<file path="config.mk">
export PLATFORM = sky130hd
export DESIGN_NAME = regbank_wb_arbiter
export DESIGN_NICKNAME = d
export VERILOG_FILES = /design/src/rtl/regbank_wb_arbiter.sv
export SDC_FILE = /design/constraint.sdc
export NUM_CORES = 1
export LEC_CHECK = 0
export BUFFER_PORTS_ARGS = -buffer_cell sky130_fd_sc_hd__buf_2
export CAP_MARGIN = 0
export CELL_PAD_IN_SITES_DETAIL_PLACEMENT = 0
export CELL_PAD_IN_SITES_GLOBAL_PLACEMENT = 2
export CORE_MARGIN = 8
export CORE_UTILIZATION = 27
export CTS_CLUSTER_SIZE = 20
export DETAILED_ROUTE_END_ITERATION = 8
export PLACE_DENSITY_LB_ADDON = 0.1
export SETUP_SLACK_MARGIN = 0.1
export SKIP_CTS_REPAIR_TIMING = 1
export SYNTH_ARGS = -nofsm -noshare
export SYNTH_HDL_FRONTEND = slang
export SYNTH_SLANG_ARGS = --single-unit
</file>
<file path="constraint.sdc">
create_clock -name CLK -period 4.05 [get_ports CLK]
set_input_delay 0.405 -clock CLK [delete_from_list [all_inputs] [get_ports CLK]]
set_output_delay 0.405 -clock CLK [all_outputs]
set_load 0.05 [all_outputs]
</file>
<file path="src/rtl/regbank_wb_arbiter.sv">
// Write-back arbiter and busy scoreboard for the register bank write port.
// ALU (port 0) and load (port 1) requesters share the port through
// valid/ready handshakes with round-robin arbitration on conflicts. The
// winning write is registered onto W/C/Cdata one cycle after the handshake.
// Optional macro WB_BYPASS_EN adds a write-through read bypass
// (byp_addr/byp_rf_data/byp_data) covering the bank's post-edge write delay.
module regbank_wb_arbiter #(
  parameter int unsigned DATA_W     = 64,
  parameter int unsigned ADDR_W     = 5,
  parameter int unsigned ZERO_REG   = 31,
  parameter int unsigned RESET_PRIO = 0
) (
  input  logic              CLK,
  input  logic              RST,
  input  logic              alu_valid,
  input  logic [ADDR_W-1:0] alu_addr,
  input  logic [DATA_W-1:0] alu_data,
  output logic              alu_ready,
  input  logic              mem_valid,
  input  logic [ADDR_W-1:0] mem_addr,
  input  logic [DATA_W-1:0] mem_data,
  output logic              mem_ready,
  input  logic              sb_set,
  input  logic [ADDR_W-1:0] sb_addr,
  output logic [31:0]       busy,
  output logic              W,
  output logic [ADDR_W-1:0] C,
  output logic [DATA_W-1:0] Cdata
`ifdef WB_BYPASS_EN
  ,
  input  logic [ADDR_W-1:0] byp_addr,
  input  logic [DATA_W-1:0] byp_rf_data,
  output logic [DATA_W-1:0] byp_data
`endif
);

  typedef enum logic {
    PRIO_ALU = 1'b0,
    PRIO_MEM = 1'b1
  } prio_e;

  localparam logic [ADDR_W-1:0] ZR_ADDR = ADDR_W'(ZERO_REG);
  localparam prio_e RST_PTR = (RESET_PRIO != 0) ? PRIO_MEM : PRIO_ALU;

  prio_e             rr_ptr;
  prio_e             rr_ptr_nxt;
  logic              wr_take;
  logic              wr_any;
  logic [ADDR_W-1:0] wr_addr;
  logic [DATA_W-1:0] wr_data;
  logic [31:0]       busy_nxt;

  // Grant selection, pointer advance and winning write selection.
  always_comb begin
    alu_ready  = !RST && alu_valid && (!mem_valid || rr_ptr == PRIO_ALU);
    mem_ready  = !RST && mem_valid && (!alu_valid || rr_ptr == PRIO_MEM);
    rr_ptr_nxt = rr_ptr;
    if (alu_valid && mem_valid)
      rr_ptr_nxt = (rr_ptr == PRIO_ALU) ? PRIO_MEM : PRIO_ALU;
    wr_addr = alu_ready ? alu_addr : mem_addr;
    wr_data = alu_ready ? alu_data : mem_data;
    wr_any  = alu_ready || mem_ready;
    wr_take = wr_any && (wr_addr != ZR_ADDR);
  end

  // Scoreboard next state: clear on the write edge, then set so a newer
  // producer issued on the same edge keeps the register busy.
  always_comb begin
    busy_nxt = busy;
    for (int unsigned i = 0; i < 32; i++) begin
      if (W && C == ADDR_W'(i))
        busy_nxt[i] = 1'b0;
      if (sb_set && sb_addr == ADDR_W'(i))
        busy_nxt[i] = 1'b1;
    end
    busy_nxt[ZERO_REG] = 1'b0;
  end

  // Round-robin pointer register.
  always_ff @(posedge CLK) begin
    if (RST)
      rr_ptr <= RST_PTR;
    else
      rr_ptr <= rr_ptr_nxt;
  end

  // Registered bank write port; XZR transfers handshake but never write,
  // and C/Cdata hold whenever no write is issued.
  always_ff @(posedge CLK) begin
    if (RST) begin
      W     <= 1'b0;
      C     <= '0;
      Cdata <= '0;
    end else begin
      W <= wr_take;
      if (wr_take) begin
        C     <= wr_addr;
        Cdata <= wr_data;
      end
    end
  end

  // Busy scoreboard register.
  always_ff @(posedge CLK) begin
    if (RST)
      busy <= '0;
    else
      busy <= busy_nxt;
  end

`ifdef WB_BYPASS_EN
  // Forward the in-flight write to readers of the same register.
  always_comb begin
    byp_data = byp_rf_data;
    if (W && C == byp_addr && byp_addr != ZR_ADDR)
      byp_data = Cdata;
  end
`endif

endmodule

</file>
Word level (Yosys, flattened, before mapping)
Index checks and enable logic that the tools add are counted.
{ "word_totals": {"register_bits": 103, "input_bits": 148, "wordCells": 270} }
{ "op_classes": {"n_eq_ne": 61, "n_mux": 65, "bitwise": 1, "n_reduce_logical": 107} }
{ "op_table": {"columns": ["operator", "n"], "rows": [
  ["5-bit equality test, second input constant", 30],
  ["5-bit by 4-bit equality test with 1-bit output, second input constant", 16],
  ["1-bit logical AND", 68],
  ["64-bit two-way mux", 1],
  ["1-bit two-way mux", 63],
  ["2-bit nonzero test", 31],
  ["5-bit by 3-bit equality test with 1-bit output, second input constant", 8],
  ["5-bit by 2-bit equality test with 1-bit output, second input constant", 4],
  ["5-bit by 1-bit equality test with 1-bit output, second input constant", 2],
  ["5-bit logical NOT", 2],
  ["5-bit two-way mux", 1],
  ["5-bit != test, second input constant", 1],
  ["1-bit logical NOT", 3],
  ["1-bit logical OR", 3],
  ["1-bit inverter", 1]
]} }

Longest topological paths before layout
Gate-level depths: netlist of run 1.
{ "depth": {"word_depth": 6, "ltp_mapped": 7} }

Worst setup path after synthesis of run 1
No wires, ideal clock.
{ "synth_path": {"kind": "input to register", "startpoint": "in mem_valid", "endpoint": "reg Cdata[17]", "setup_time_ps": 72, "arrival_time_ps": 2062, "required_ps": 3978, "slack_ps": 1916, "cell_stages": 7, "path_buffers": 3, "path_cell_list": "nand2_2 > a211oi_2 > a21o_1 > buf_2 > buf_12 > buf_12 > mux2i_1"} }
{ "synth_via": {"word_cells_on_any_way": 10, "cone_classes": "eq/ne (1); mux (2); reduce/logical (7)"} }
{ "synth_lines": {"columns": ["element", "line_no", "text"], "rows": [
  ["start, declared", "19", "input logic mem_valid,"],
  ["1-bit logical AND (2 in a row)", "56", "mem_ready = !RST && mem_valid && (!alu_valid || rr_ptr == PRIO_MEM);"],
  ["net mem_ready", "22", "output logic mem_ready,"],
  ["1-bit logical OR", "62", "wr_any = alu_ready || mem_ready;"],
  ["1-bit logical AND", "63", "wr_take = wr_any && (wr_addr != ZR_ADDR);"],
  ["end signal, assigned", "98", "Cdata <= wr_data;"],
  ["end, declared", "28", "output logic [DATA_W-1:0] Cdata"]
]} }
The timed path passes the listed nets, and every way through them passes these cells.
A chain may end at the register's enable or synchronous reset.

Worst setup path in the final report of run 1
{ "layout_path": {"startpoint": "in RST", "endpoint": "out alu_ready"} }
{ "layout_via": {"elab_chain_len": 3} }
{ "layout_lines": {"columns": ["element", "line_no", "text"], "rows": [
  ["start, declared", "14", "input logic RST,"],
  ["1-bit logical NOT", "55", "alu_ready = !RST && alu_valid && (!mem_valid || rr_ptr == PRIO_ALU);"],
  ["1-bit logical AND (2 in a row)", "55", null],
  ["end, declared", "18", "output logic alu_ready,"]
]} }
Every way passes these cells.

==> results of run 1 <==
[state kept, by name, indices dropped and copies added (netlist names)]
register  flops
busy         31
W             1
C             5
Cdata        64
rr_ptr        1
[path summary, 6_finish.rpt]
path,start,to,slack (ps),cells after the start
min reg2reg,Cdata[47],Cdata[47],450,2
max,RST,alu_ready,1610,5
min,alu_data[61],Cdata[61],340,3
max reg2reg,rr_ptr,Cdata[35],2200,5
[metal layers]
metal | vias up | GRT usage [%]
li1 | 2211 | -
met2 | 175 | 24.1
met4 | 8 | 4.59
met5 | - | 0
met3 | 20 | 6.56
met1 | 2023 | 17.4
[metrics by stage]
stage / power (W) / instance area [sq um] / cells / hold WS (ps) / setup slack [ps]
3_5_place_dp: 0.00197 / 6080 / 947 / 444 / 1470
2_1_floorplan: 0.00175 / 4720 / 501 / 574 / 1920
4_1_cts: 0.00284 / 6360 / 963 / 317 / 1580
3_3_place_gp: 0.00196 / 6080 / 947 / 439 / 1540
6_report: 0.00278 / 6370 / 967 / 335 / 1610
5_1_grt: 0.00293 / 6370 / 966 / 324 / 1460
[power by group]
part / total (W) / internal (W) / switching, W
clock: 0.000844 / 0.000437 / 0.000407
sequential: 0.00115 / 0.00110 / 0.0000518
combinational: 0.000789 / 0.000232 / 0.000557
[placed cells by master, fill, tap and decap left out, types with 4 or more instances in the layout]
master     instances
buf_2            250
a221oi_1           4
nor3b_1            4
nand2_1           98
clkbuf_16          9
nand3_1           16
mux2i_1          129
nand4_1            4
nor2_1             7
a21oi_1           31
diode_2            4
nor2b_1            8
o21ai_0           35
dfxtp_1          102
[tightest hold or removal path, cell delays in order]
cell     delay, ps
buf_2           70
mux2i_1         50
mux2i_1        110
[logic make-up (layout without fill, tap and decap cells)]
kind of cell    after synthesis  in the layout  synth area share [%]
xor+xnor                      1              1                 0.186
flops                       102            102                  43.3
buf+inv                      36            273                  5.17
simple gates                152            152                  14.3
mux                         130            130                  27.6
other cells                   1              5                0.0795
compound gates               79             79                  9.39
[final cells by class]
type | count | share of cell area, %
multi-input combinational | 363 | 38.3
clock inverter | 6 | 0.707
timing repair buffer | 253 | 20.4
sequential | 102 | 32.0
clock buffer | 10 | 3.75
antenna | 4 | 0.157
inverter | 4 | 0.236
tap | 225 | 4.42
==> flow_summary.ini, run 1 <==
[outcome]
run_status = complete, no violations

[flow_run]
maxCapViolations = 0

[floorplan]
start_util_pct = 27.5
core_area_sq_um = 17200
die-width_microns = 148
ioPinCount = 252
die_y_microns = 148
rows = 48
design.die.area_sq_um = 22000

[placement]
portBuffers = 250
dp.final_hpwl_mm = 12.8
gp_congestion = 0.749

[critical_path]
cp_data_arrival_time_ps = 2040
worstPathMaxFanout = 39
path_cells = buf_2 > nor2b_2 > nand2_4 > inv_2 > buf_2
required_ps = 3640
crit_type = in -> out
cp_num_buf_inv = 3
crit_top_cell = buf_2
max_stage_delay_ps = 590
cp-end-kind = primary output
cp_slowest_cell = buf_2
critPathTopFamily = buffers and inverters
critPathLaunchType = input pin

[cells_and_area]
utilization_pct = 37.1
nets = 881
register_area_sq_um = 2040
area_growth_pct = 35.1
multi_input_area_sq_um = 2440
drive_above_1_share_pct = 37.5
nFillCells = 1822

[detailed_routing]
avgViaCountPerCell = 4.59
vias = 4437
drt_wl_total_mm = 16.6
met3WireLength_mm = 1.77
drc = 0
drtIter0Drc = 250
drtPass1Iterations = 6
wl_per_cell_microns = 17.1
wl_met2_mm = 7.72
detail_route.wirelength.met1_mm = 6.84
highest_layer = met5
ant_nets = 0

[timing]
min_period_ps = 2440
rsz0062_at_grt = no
period_share_pct = 60.3
slew_headroom_pct = 47.4
skew_ps = 4.76
setup_violations = 0
drv_slew = 0
tns_ps = 0
tightestPinTransition_ps = 789
fmax_mhz = 409
hold_viol = 0

[cts]
insertion_delay_ps = 350
cts_buffers = 9
clock_sinks = 102
path_clk_slew_ps = 70
cts_buffer_depth = 2
htreeDepth = 3
clockRootBuffer = clkbuf_16
cts_tree = yes

[synth]
syn_nets = 649
syn_area_sq_um = 4720
synth_top_cell_by_area = dfxtp_1
postSynthCellCount = 501
yosys-top-cells-count = mux2i_1 (129), dfxtp_1 (102), nand2_1 (98)
postSynthAreaPerCell_sq_um = 9.42
synth.distinct_cells = 33
ys_seq_elements = 102
synth_top_flop_cell = dfxtp_1
ys_seq_area_share_pct = 43.3
ys_async_sr_fraction_pct = 0
yosysMostFrequentCell = mux2i_1
synth.top_cell.area_share_pct = 43.3
yosys-top-cells-area = dfxtp_1 (43%), mux2i_1 (27%), nand2_1 (7.8%), o21ai_0 (3.7%), a21oi_1 (3.3%)
synth_edf_count = 0
synth-warning-count = 0

[global_route]
grt_use_total_pct = 14.9
grt_overflow = 0
grt_max_degree = 67
grt_pass1_wl_mm = 26.1
antenna_found_initial = 7
grt_pass1_vias = 4773

[min_path]
hp-class = in -> reg

[power]
peakVddDrop_uv = 218
powerDensity_nw_per_um2 = 436
leakagePower_nw = 3.26
No activity file was read; power rests on OpenSTA's default activity.
==> run 2, diff against run 1 <==
--- a/config.mk
+++ b/config.mk
@@ -10,7 +10,7 @@
 export CELL_PAD_IN_SITES_DETAIL_PLACEMENT = 0
 export CELL_PAD_IN_SITES_GLOBAL_PLACEMENT = 2
 export CORE_MARGIN = 8
-export CORE_UTILIZATION = 27
+export CORE_UTILIZATION = 25
 export CTS_CLUSTER_SIZE = 20
 export DETAILED_ROUTE_END_ITERATION = 8
 export PLACE_DENSITY_LB_ADDON = 0.1
==> constraint.sdc (replaced) <==
create_clock -name CLK -period 2.5 [get_ports CLK]
set_input_delay 0.25 -clock CLK [delete_from_list [all_inputs] [get_ports CLK]]
set_output_delay 0.25 -clock CLK [all_outputs]
set_load 0.05 [all_outputs]
==> run 2 against run 1 <==
Register-to-register slack lost 1500 ps. Clock-buffer cell count shrank 1. Via count shrank 0.16%. Combinational power grew 63%. Non-clock buffer count grew 3. Critical path depth shrank 1. Core utilization shrank 2.8 points. Global-route usage shrank 0.77 points. Final area grew 0.45%. Sequential cell count is the same. Largest power group unchanged. Highest routed layer unchanged.
==> flow_summary.ini, run 2 (synthesis gave the netlist of run 1 again) <==
[timing]
tightestPinTransition_ps = 684
period_share_pct = 73.5
hold_ws_ps = 122
fmax_mhz = 544
hold_viol = 0
skew_ps = 7.66
slew_headroom_pct = 54.4
drv_slew = 0
min_period_ps = 1840
rsz0062_at_grt = no
tns_ps = 0
setup_violations = 0

[cells_and_area]
regMostFlops = Cdata
nFillCells = 1953
layout_common_cells = buf_2 (250), mux2i_1 (129), dfxtp_1 (102)
largest_reg_flops = 64
mostFrequentLayoutCell = buf_2
design_area_sq_um = 6400
area_growth_pct = 35.8
nets = 884
drive_above_1_share_pct = 37.8
top_regs = Cdata: 64 flops, busy: 31 flops, C: 5 flops
utilization_pct = 34.3

[outcome]
run_status = complete, no violations

[min_path]
hold_path_depth = 2
hp-class = in -> reg

[global_route]
grt_pass1_vias = 4557
grt_use_total_pct = 14.2
antenna_found_initial = 5
grt_pass1_wl_mm = 26.3
grt_overflow = 0
grt_max_degree = 47

[critical_path]
path_cells = nand2_2 > nand2_4 > inv_2 > buf_2
cp_slowest_cell = dfxtp_1
required_ps = 2250
cp-end-kind = primary output
critPathLaunchType = register
crit_type = reg -> out
max_stage_delay_ps = 340
worstPathMaxFanout = 24
reg2regPathDepth = 5
cp_data_arrival_time_ps = 1590

[power]
power.switching_w = 0.00169
seq_power_share_pct = 41.0
intPower_w = 0.00284
swShare_pct = 37.3
peakVddDrop_uv = 311
leakagePower_nw = 3.27
powerDensity_nw_per_um2 = 708
p_clk_share_pct = 30.6
power_frac_comb_pct = 28.4

[placement]
gp_congestion = 0.742
portBuffers = 250
place_area_sq_um = 6110
dp.final_hpwl_mm = 13.1

[detailed_routing]
vias = 4430
drc = 0
drt_wl_total_mm = 17.2
drtIter0Drc = 130
wl_per_cell_microns = 17.6
drtPass1Iterations = 4
avgViaCountPerCell = 4.53
ant_nets = 0

[cts]
clock_sinks = 102
cts_tree = yes
path_clk_slew_ps = 80
clockRootBuffer = clkbuf_16
htreeDepth = 3
insertion_delay_ps = 350
cts_buffers = 9
cts_buffer_depth = 2

[floorplan]
design.die.area_sq_um = 23500
die-width_microns = 153
rows = 50
die_y_microns = 153
core_area_sq_um = 18600
ioPinCount = 252
start_util_pct = 25.3

[flow_run]
maxCapViolations = 0
[run 2: cell types whose count changed in the layout (fill, tap and decap cells not counted), sizes merged]
cell    delta
buf        +3
clkinv     -1
clkbuf     -1
inv        +2
diode      -1
[run 2: path summary, 6_finish.rpt]
path | start | end | slack [ps]
max | rr_ptr | alu_ready | 660
min | RST | Cdata[55] | 120
max reg2reg | rr_ptr | Cdata[3] | 720
min reg2reg | Cdata[25] | Cdata[25] | 450
[run 2: worst max-delay path: cells and delay by family, from the launching register on]
family / cells / cell delay, ps
DFF: 1 / 340
and+or+nand+nor: 2 / 440
buffers and inverters: 2 / 460
[run 2: area by class of cell]
type | instances | area [sq um] | share of cell area (%)
Timing Repair Buffer | 256 | 1320 | 20.6
Clock inverter | 7 | 56.3 | 0.879
Tap cell | 234 | 293 | 4.57
Clock buffer | 9 | 225 | 3.52
Multi-Input combinational cell | 363 | 2440 | 38.2
Sequential cell | 102 | 2040 | 31.9
Antenna cell | 3 | 7.51 | 0.117
Inverter | 4 | 15.0 | 0.234
[run 2: metrics by stage]
step,power (W),cells,worst slack (ps)
floorplan,0.00283,501,405
global placement,0.00319,959,652
detailed placement,0.00320,959,625
CTS,0.00462,975,604
global route,0.00477,977,527
finish,0.00453,978,663
[run 2: power by group through the flow]
stage	clock network (W)	logic [W]	registers (W)
final	0.00139	0.00129	0.00186
after global routing	0.00152	0.00137	0.00188
after CTS	0.00145	0.00131	0.00186
after detailed placement	0	0.00131	0.00189
after global placement	0	0.00130	0.00189
after floorplan	0	0.000420	0.00241
[run 2: routing by layer]
layer  vias up  track usage [%]  part of all wire (%)
met2       149             23.2                    46
met1      2029             16.2                    43
met4         6             4.01                   1.1
met5         -                0                  0.20
met3        20             6.63                   9.3
li1       2226                -                     -
